$ cat src/rtl/ttt_board_writer_if.sv
// Move request handshake between the player side (master) and the board writer (slave).
interface ttt_board_writer_if;
  logic       move_valid;
  logic [3:0] move_pos;
  logic       ready;
  logic       move_ack;
  logic       move_err;

  modport master (output move_valid, output move_pos,
                  input  ready, input move_ack, input move_err);
  modport slave  (input  move_valid, input move_pos,
                  output ready, output move_ack, output move_err);
endinterface

$ cat src/rtl/ttt_board_writer.sv
// Tic-tac-toe board writer: validates and writes moves, then scans the eight
// lines one per cycle to decide win, draw or hand-over of the turn.
//
// state | meaning
// IDLE  | waiting for a move, ready=1
// SCAN  | checking one line per cycle after a legal write
// OVER  | game decided; moves ignored until rst/new_game
module ttt_board_writer #(
  parameter logic FIRST_PLAYER = 1'b0
) (
  input  logic               clk,
  input  logic               rst,
  input  logic               new_game,
  ttt_board_writer_if.slave  mv,
  output logic [17:0]        board,
  output logic               turn,
  output logic               game_over,
  output logic [1:0]         winner,
  output logic               draw
);
  typedef enum logic [1:0] {IDLE, SCAN, OVER} state_t;

  state_t          state_q, state_d;
  logic [8:0][1:0] board_q, board_d;
  logic            turn_q, turn_d;
  logic [3:0]      move_cnt_q, move_cnt_d;
  logic [2:0]      scan_cnt_q, scan_cnt_d;
  logic            win_q, win_d;
  logic            ready_q, ready_d;
  logic            ack_q, ack_d;
  logic            err_q, err_d;
  logic            over_q, over_d;
  logic [1:0]      winner_q, winner_d;
  logic            draw_q, draw_d;

  logic [1:0] mover;
  logic [2:0] line_idx;
  logic [3:0] c0, c1, c2;
  logic       line_win;
  logic       pos_ok;
  logic       cell_free;

  assign mover     = turn_q ? 2'b10 : 2'b01;
  assign pos_ok    = (mv.move_pos <= 4'd8);
  assign cell_free = pos_ok && (board_q[mv.move_pos] == 2'b00);

  // Scan timer counts down 7..0; line order runs rows, columns, diagonals.
  assign line_idx = 3'd7 - scan_cnt_q;

  always_comb begin
    c0 = 4'd0;
    c1 = 4'd1;
    c2 = 4'd2;
    case (line_idx)
      3'd0: begin c0 = 4'd0; c1 = 4'd1; c2 = 4'd2; end
      3'd1: begin c0 = 4'd3; c1 = 4'd4; c2 = 4'd5; end
      3'd2: begin c0 = 4'd6; c1 = 4'd7; c2 = 4'd8; end
      3'd3: begin c0 = 4'd0; c1 = 4'd3; c2 = 4'd6; end
      3'd4: begin c0 = 4'd1; c1 = 4'd4; c2 = 4'd7; end
      3'd5: begin c0 = 4'd2; c1 = 4'd5; c2 = 4'd8; end
      3'd6: begin c0 = 4'd0; c1 = 4'd4; c2 = 4'd8; end
      default: begin c0 = 4'd2; c1 = 4'd4; c2 = 4'd6; end
    endcase
  end

  assign line_win = (board_q[c0] == mover) && (board_q[c1] == mover) &&
                    (board_q[c2] == mover);

  always_comb begin
    state_d    = state_q;
    board_d    = board_q;
    turn_d     = turn_q;
    move_cnt_d = move_cnt_q;
    scan_cnt_d = scan_cnt_q;
    win_d      = win_q;
    over_d     = over_q;
    winner_d   = winner_q;
    draw_d     = draw_q;
    ack_d      = 1'b0;
    err_d      = 1'b0;

    unique case (state_q)
      IDLE: begin
        if (mv.move_valid) begin
          if (cell_free) begin
            board_d[mv.move_pos] = mover;
            move_cnt_d           = move_cnt_q + 4'd1;
            scan_cnt_d           = 3'd7;
            win_d                = 1'b0;
            state_d              = SCAN;
          end else begin
            err_d = 1'b1;
          end
        end
      end
      SCAN: begin
        win_d = win_q | line_win;
        if (scan_cnt_q == 3'd0) begin
          ack_d = 1'b1;
          // A win on the ninth move takes precedence over the full-board draw.
          if (win_d) begin
            over_d   = 1'b1;
            winner_d = mover;
            state_d  = OVER;
          end else if (move_cnt_q == 4'd9) begin
            over_d  = 1'b1;
            draw_d  = 1'b1;
            state_d = OVER;
          end else begin
            turn_d  = ~turn_q;
            state_d = IDLE;
          end
        end else begin
          scan_cnt_d = scan_cnt_q - 3'd1;
        end
      end
      OVER: begin
      end
      default: state_d = IDLE;
    endcase

    if (new_game) begin
      state_d    = IDLE;
      board_d    = '0;
      turn_d     = FIRST_PLAYER;
      move_cnt_d = 4'd0;
      scan_cnt_d = 3'd0;
      win_d      = 1'b0;
      over_d     = 1'b0;
      winner_d   = 2'b00;
      draw_d     = 1'b0;
      ack_d      = 1'b0;
      err_d      = 1'b0;
    end

    ready_d = (state_d == IDLE);
  end

  always_ff @(posedge clk) begin
    if (rst) begin
      state_q    <= IDLE;
      board_q    <= '0;
      turn_q     <= FIRST_PLAYER;
      move_cnt_q <= 4'd0;
      scan_cnt_q <= 3'd0;
      win_q      <= 1'b0;
      ready_q    <= 1'b1;
      ack_q      <= 1'b0;
      err_q      <= 1'b0;
      over_q     <= 1'b0;
      winner_q   <= 2'b00;
      draw_q     <= 1'b0;
    end else begin
      state_q    <= state_d;
      board_q    <= board_d;
      turn_q     <= turn_d;
      move_cnt_q <= move_cnt_d;
      scan_cnt_q <= scan_cnt_d;
      win_q      <= win_d;
      ready_q    <= ready_d;
      ack_q      <= ack_d;
      err_q      <= err_d;
      over_q     <= over_d;
      winner_q   <= winner_d;
      draw_q     <= draw_d;
    end
  end

  assign mv.ready    = ready_q;
  assign mv.move_ack = ack_q;
  assign mv.move_err = err_q;
  assign board       = board_q;
  assign turn        = turn_q;
  assign game_over   = over_q;
  assign winner      = winner_q;
  assign draw        = draw_q;
endmodule
$ cat src/flat_wrapper.sv
// flat-port wrapper written by rule: the top's interface ports become plain ports
module ttt_board_writer_flat 
#(
  parameter logic FIRST_PLAYER = 1'b0
)
  (clk, rst, new_game, board, turn, game_over, winner, draw, mv_move_valid, mv_move_pos, mv_ready, mv_move_ack, mv_move_err);
  ttt_board_writer_if mv_i ();
  input  logic clk;
  input  logic rst;
  input  logic new_game;
  output logic [17:0] board;
  output logic turn;
  output logic game_over;
  output logic [1:0] winner;
  output logic draw;
  input wire logic [$bits(mv_i.move_valid)-1:0] mv_move_valid;
  input wire logic [$bits(mv_i.move_pos)-1:0] mv_move_pos;
  output wire logic [$bits(mv_i.ready)-1:0] mv_ready;
  output wire logic [$bits(mv_i.move_ack)-1:0] mv_move_ack;
  output wire logic [$bits(mv_i.move_err)-1:0] mv_move_err;
  assign mv_i.move_valid = mv_move_valid;
  assign mv_i.move_pos = mv_move_pos;
  assign mv_ready = mv_i.ready;
  assign mv_move_ack = mv_i.move_ack;
  assign mv_move_err = mv_i.move_err;
  ttt_board_writer #(.FIRST_PLAYER(FIRST_PLAYER)) u_core (.clk(clk), .rst(rst), .new_game(new_game), .mv(mv_i), .board(board), .turn(turn), .game_over(game_over), .winner(winner), .draw(draw));
endmodule
$ cat config.mk
export PLATFORM = sky130hd
export DESIGN_NAME = ttt_board_writer_flat
export DESIGN_NICKNAME = d
export VERILOG_FILES = /design/src/rtl/ttt_board_writer_if.sv /design/src/rtl/ttt_board_writer.sv /design/src/flat_wrapper.sv
export SDC_FILE = /design/constraint.sdc
export NUM_CORES = 1
export LEC_CHECK = 0
export ABC_CLOCK_PERIOD_IN_PS = 6650
export CAP_MARGIN = 20
export CORE_AREA = 2 2 65 67
export DETAILED_ROUTE_END_ITERATION = 10
export DIE_AREA = 0 0 67 69
export PLACE_DENSITY = 0.92
export RECOVER_POWER = 100
export SLEW_MARGIN = 10
export SYNTH_ARGS = -nofsm -noshare
export SYNTH_HDL_FRONTEND = slang
export SYNTH_SLANG_ARGS = --single-unit
$ cat constraint.sdc
create_clock -name clk -period 6.65 [get_ports clk]
set_input_delay 0.665 -clock clk [delete_from_list [all_inputs] [get_ports clk]]
set_output_delay 0.665 -clock clk [all_outputs]
set_load 0.02 [all_outputs]
==> out/results.ini <==
[routing]
via_per_inst=6.02
dr_total_vias=1998
drt-total-wl_um=5250
drt-wirelength-per-cell_um=15.8
drt-initial-drc-count=152
ant_nets=0
drtPass1Iterations=5
drc=0

[timing]
period_share_pct=55.3
tightest_slew_ps=1810
period_needed_ps=3680
slew_violations=34
grt_setup_unrepaired=no
setup_tns_ps=0
setup_viol=0
clock_skew_ps=4.32
hold_viol=0
whs_ps=468
fmax_mhz=272
timing.slew.headroom_pct=-20.9

[worst_setup_path]
reg2reg_depth=10
crit_chain=inv_1 -> ha_1 -> mux2i_1 -> o211ai_1 -> o21ai_0 -> a22oi_1 -> or4_1 -> a21oi_1 -> o21ai_0 -> a31o_1
setup.worst_path.class=flop to flop
slowest_delay_ps=750
arrival_ps=3870
critPathLaunchType=flop
cpMostUsedCell=o21ai_0
crit_buf_inv=1
endpoint_kind=flop
crit_slowest_cell=mux2i_1
rrSetupSlack_ps=2970
worstPathRequired_ps=6840
crit_family=compound AO/OA/AOI/OAI gates
rr_startpoint=u_core.scan_cnt_q[0]$_SDFFE_PP0P_
crit-reg2reg-capture=u_core.mv.ready$_SDFF_PP1_
worst-path-max-fanout=12

[global_routing]
grtUsageMet3_pct=4.40
top_usage_layer=met2
use_met1_pct=33.4
grt_max_degree=34
grt_pass1_wl_um=8850
grt-ovfl-total=0
track_usage_pct=24.5
met2_usage_pct=38.0
grt_antenna_before_repair=0
grt_pass1_vias=1895

[power_and_ir_drop]
comb_power_share_pct=9.1
p_int_uw=367
pwr-share-seq_pct=46.6
switching_share_pct=22.7
power.total_uw=475
pwr-share-clk_pct=44.2
ir_drop_v=0.000169
power_leakage_uw=0.000962
pwr_density_cell_nw_per_um2=186
power_switching_uw=108

[logic_synthesis]
yosysTopAreaCell=dfxtp_1
syn_inst=254
synth_edf_count=0
avgSynthCellArea_um2=8.41
synth.distinct_cells=64
ys_seq_elements=36
syn_nets=270
ys_seq_area_share_pct=33.7
yosys_warnings=0
ys_async_sr_fraction_pct=0
synth_top_area_share_pct=33.7
syn_area_um2=2140
synth_ff_type=dfxtp_1
synth.area.top_cells=dfxtp_1 34%, nor2_1 7.7%, a21oi_1 5.4%

[hold_path]
hold_path_end=u_core.draw$_SDFFE_PP0P_
hp-class=flop to flop
min_path_cells=1
hp-start=u_core.draw$_SDFFE_PP0P_

[floorplan]
core-area_um2=3910
rows=23
initial_core_util_pct=54.6
die-area_um2=4620
die_x_um=67
io_pins=34
die_h_um=69

[clocking]
path_clk_slew_ps=70
htree_levels=2
cts-resized-gates=0
tritoncts=done
insertion_delay_ps=290
cts_hold_buf=0
cts-root-buf=clkbuf_8
postCtsSetupBuffers=0
cts_buffers=5
clock_sink_count=36
clockBufferDepth=2

[cells_and_area]
fin_util_pct=65.2
fillers=332
area_growth_pct=19.3
drive_above_1_share_pct=6.38
final_nets=297
layout_common_cells=45 x nor2_1, 36 x dfxtp_1, 27 x dlygate4sd3_1, 24 x a21oi_1
antennaDiodeCount=0
mostFrequentLayoutCell=nor2_1
stdcell_count=332

[outcome]
status=finished, violations left
failed_checks=max-capacitance violations, max-slew violations

[placement]
port_buffers=33
place_hpwl_um=3770
gp_congestion=0.948
placedCellCount=324

[flow_run]
max_cap_viol_count=1

-- cell usage after synthesis, drive strengths merged (2+ instances only) --
cell    instances
clkbuf          6
xor2            2
ha              8
nor2b           6
buf             7
nor4b           3
a211oi          4
nor3b           4
o211ai          5
or2             2
nand2           9
nand3b          5
o21ai          11
a22oi           6
o311ai          2
or3             4
mux2            3
nor2           45
a21oi          25
inv            10
and2            2
o22ai           2
dfxtp          36
mux2i           3
a31oi           3
o21bai          2
nand4           3
mux4            2
nor4            3
nand2b          7
nor3            4
nand3           2
-- per-layer routing --
metal  up-vias  wire length, um
met3        11              362
met1       940             2220
met4         0              100
met2        79             2570
li1        968                -
met5         -                0
-- flip-flops by register name (all words and copies together) (netlist names), 2 cells and up --
register and count:
u_core.scan_cnt_q 3, u_core.board 18, u_core.move_cnt_q 4, u_core.state_q 2, u_core.winner 2
-- through the flow --
| stage | setup WS [ps] | area [um^2] |
|---|---|---|
| 2_1_floorplan | 4000 | 2140 |
| 6_report | 2970 | 2550 |
| 3_3_place_gp | 3340 | 2460 |
| 3_5_place_dp | 3300 | 2460 |
| 5_1_grt | 2670 | 2550 |
| 4_1_cts | 3240 | 2590 |
-- cells by family (layout without fill, tap and decap cells) --
group                      count (synthesis)  in the layout  share of synthesized area (%)
AOI/OAI and AO/OA                         71             71                           22.8
xor gates and xnor gates                   3              3                           1.23
adders and majority gates                  8              8                           4.68
buffers and inverters                     23             51                           4.92
DFF                                       36             36                           33.7
muxes                                      8              8                           5.27
and+or+nand+nor                          105            105                           27.4
-- how the worst max path moves through the flow --
stage | cells past startpoint | endpoint | slack, ps | startpoint
2_1_floorplan | 10 | u_core.mv.ready$_SDFF_PP1_ | 4000 | u_core.scan_cnt_q[1]$_SDFFE_PP0P_
3_3_place_gp | 9 | u_core.board[6]$_SDFFE_PP0P_ | 3340 | mv_move_pos[0]
3_5_place_dp | 9 | u_core.board[6]$_SDFFE_PP0P_ | 3300 | mv_move_pos[1]
4_1_cts | 10 | u_core.winner[0]$_SDFFE_PP0P_ | 3240 | u_core.scan_cnt_q[0]$_SDFFE_PP0P_
5_1_grt | 10 | u_core.mv.ready$_SDFF_PP1_ | 2670 | u_core.scan_cnt_q[0]$_SDFFE_PP0P_
6_report | 10 | u_core.mv.ready$_SDFF_PP1_ | 2970 | u_core.scan_cnt_q[0]$_SDFFE_PP0P_
-- power by group through the flow --
stage	clock network, uW	registers, uW	logic (uW)
floorplan	0	226	32.3
global placement	0	226	43.5
detailed placement	0	227	44.1
CTS	210	222	44.6
global route	219	222	47.9
finish	210	222	43.4
-- worst reg2reg max path, cell delays in order, from the launching register on --
cell	delay, ps
dfxtp_1	470
inv_1	160
ha_1	300
mux2i_1	750
o211ai_1	200
o21ai_0	180
a22oi_1	150
or4_1	560
a21oi_1	360
o21ai_0	220
a31o_1	240
-- final cells by class --
cell class              instances  area, um^2  area share, %
multi-input cells             195        1270           49.9
repair buffers                 33         330           13.0
clock buffers                   7        96.3           3.78
well taps                      50        62.6           2.45
inverters                      10        37.5           1.47
clock inverters                 1        30.0           1.18
flip-flops and latches         36         721           28.3
Note: power is estimated with default switching activity, not from simulation.
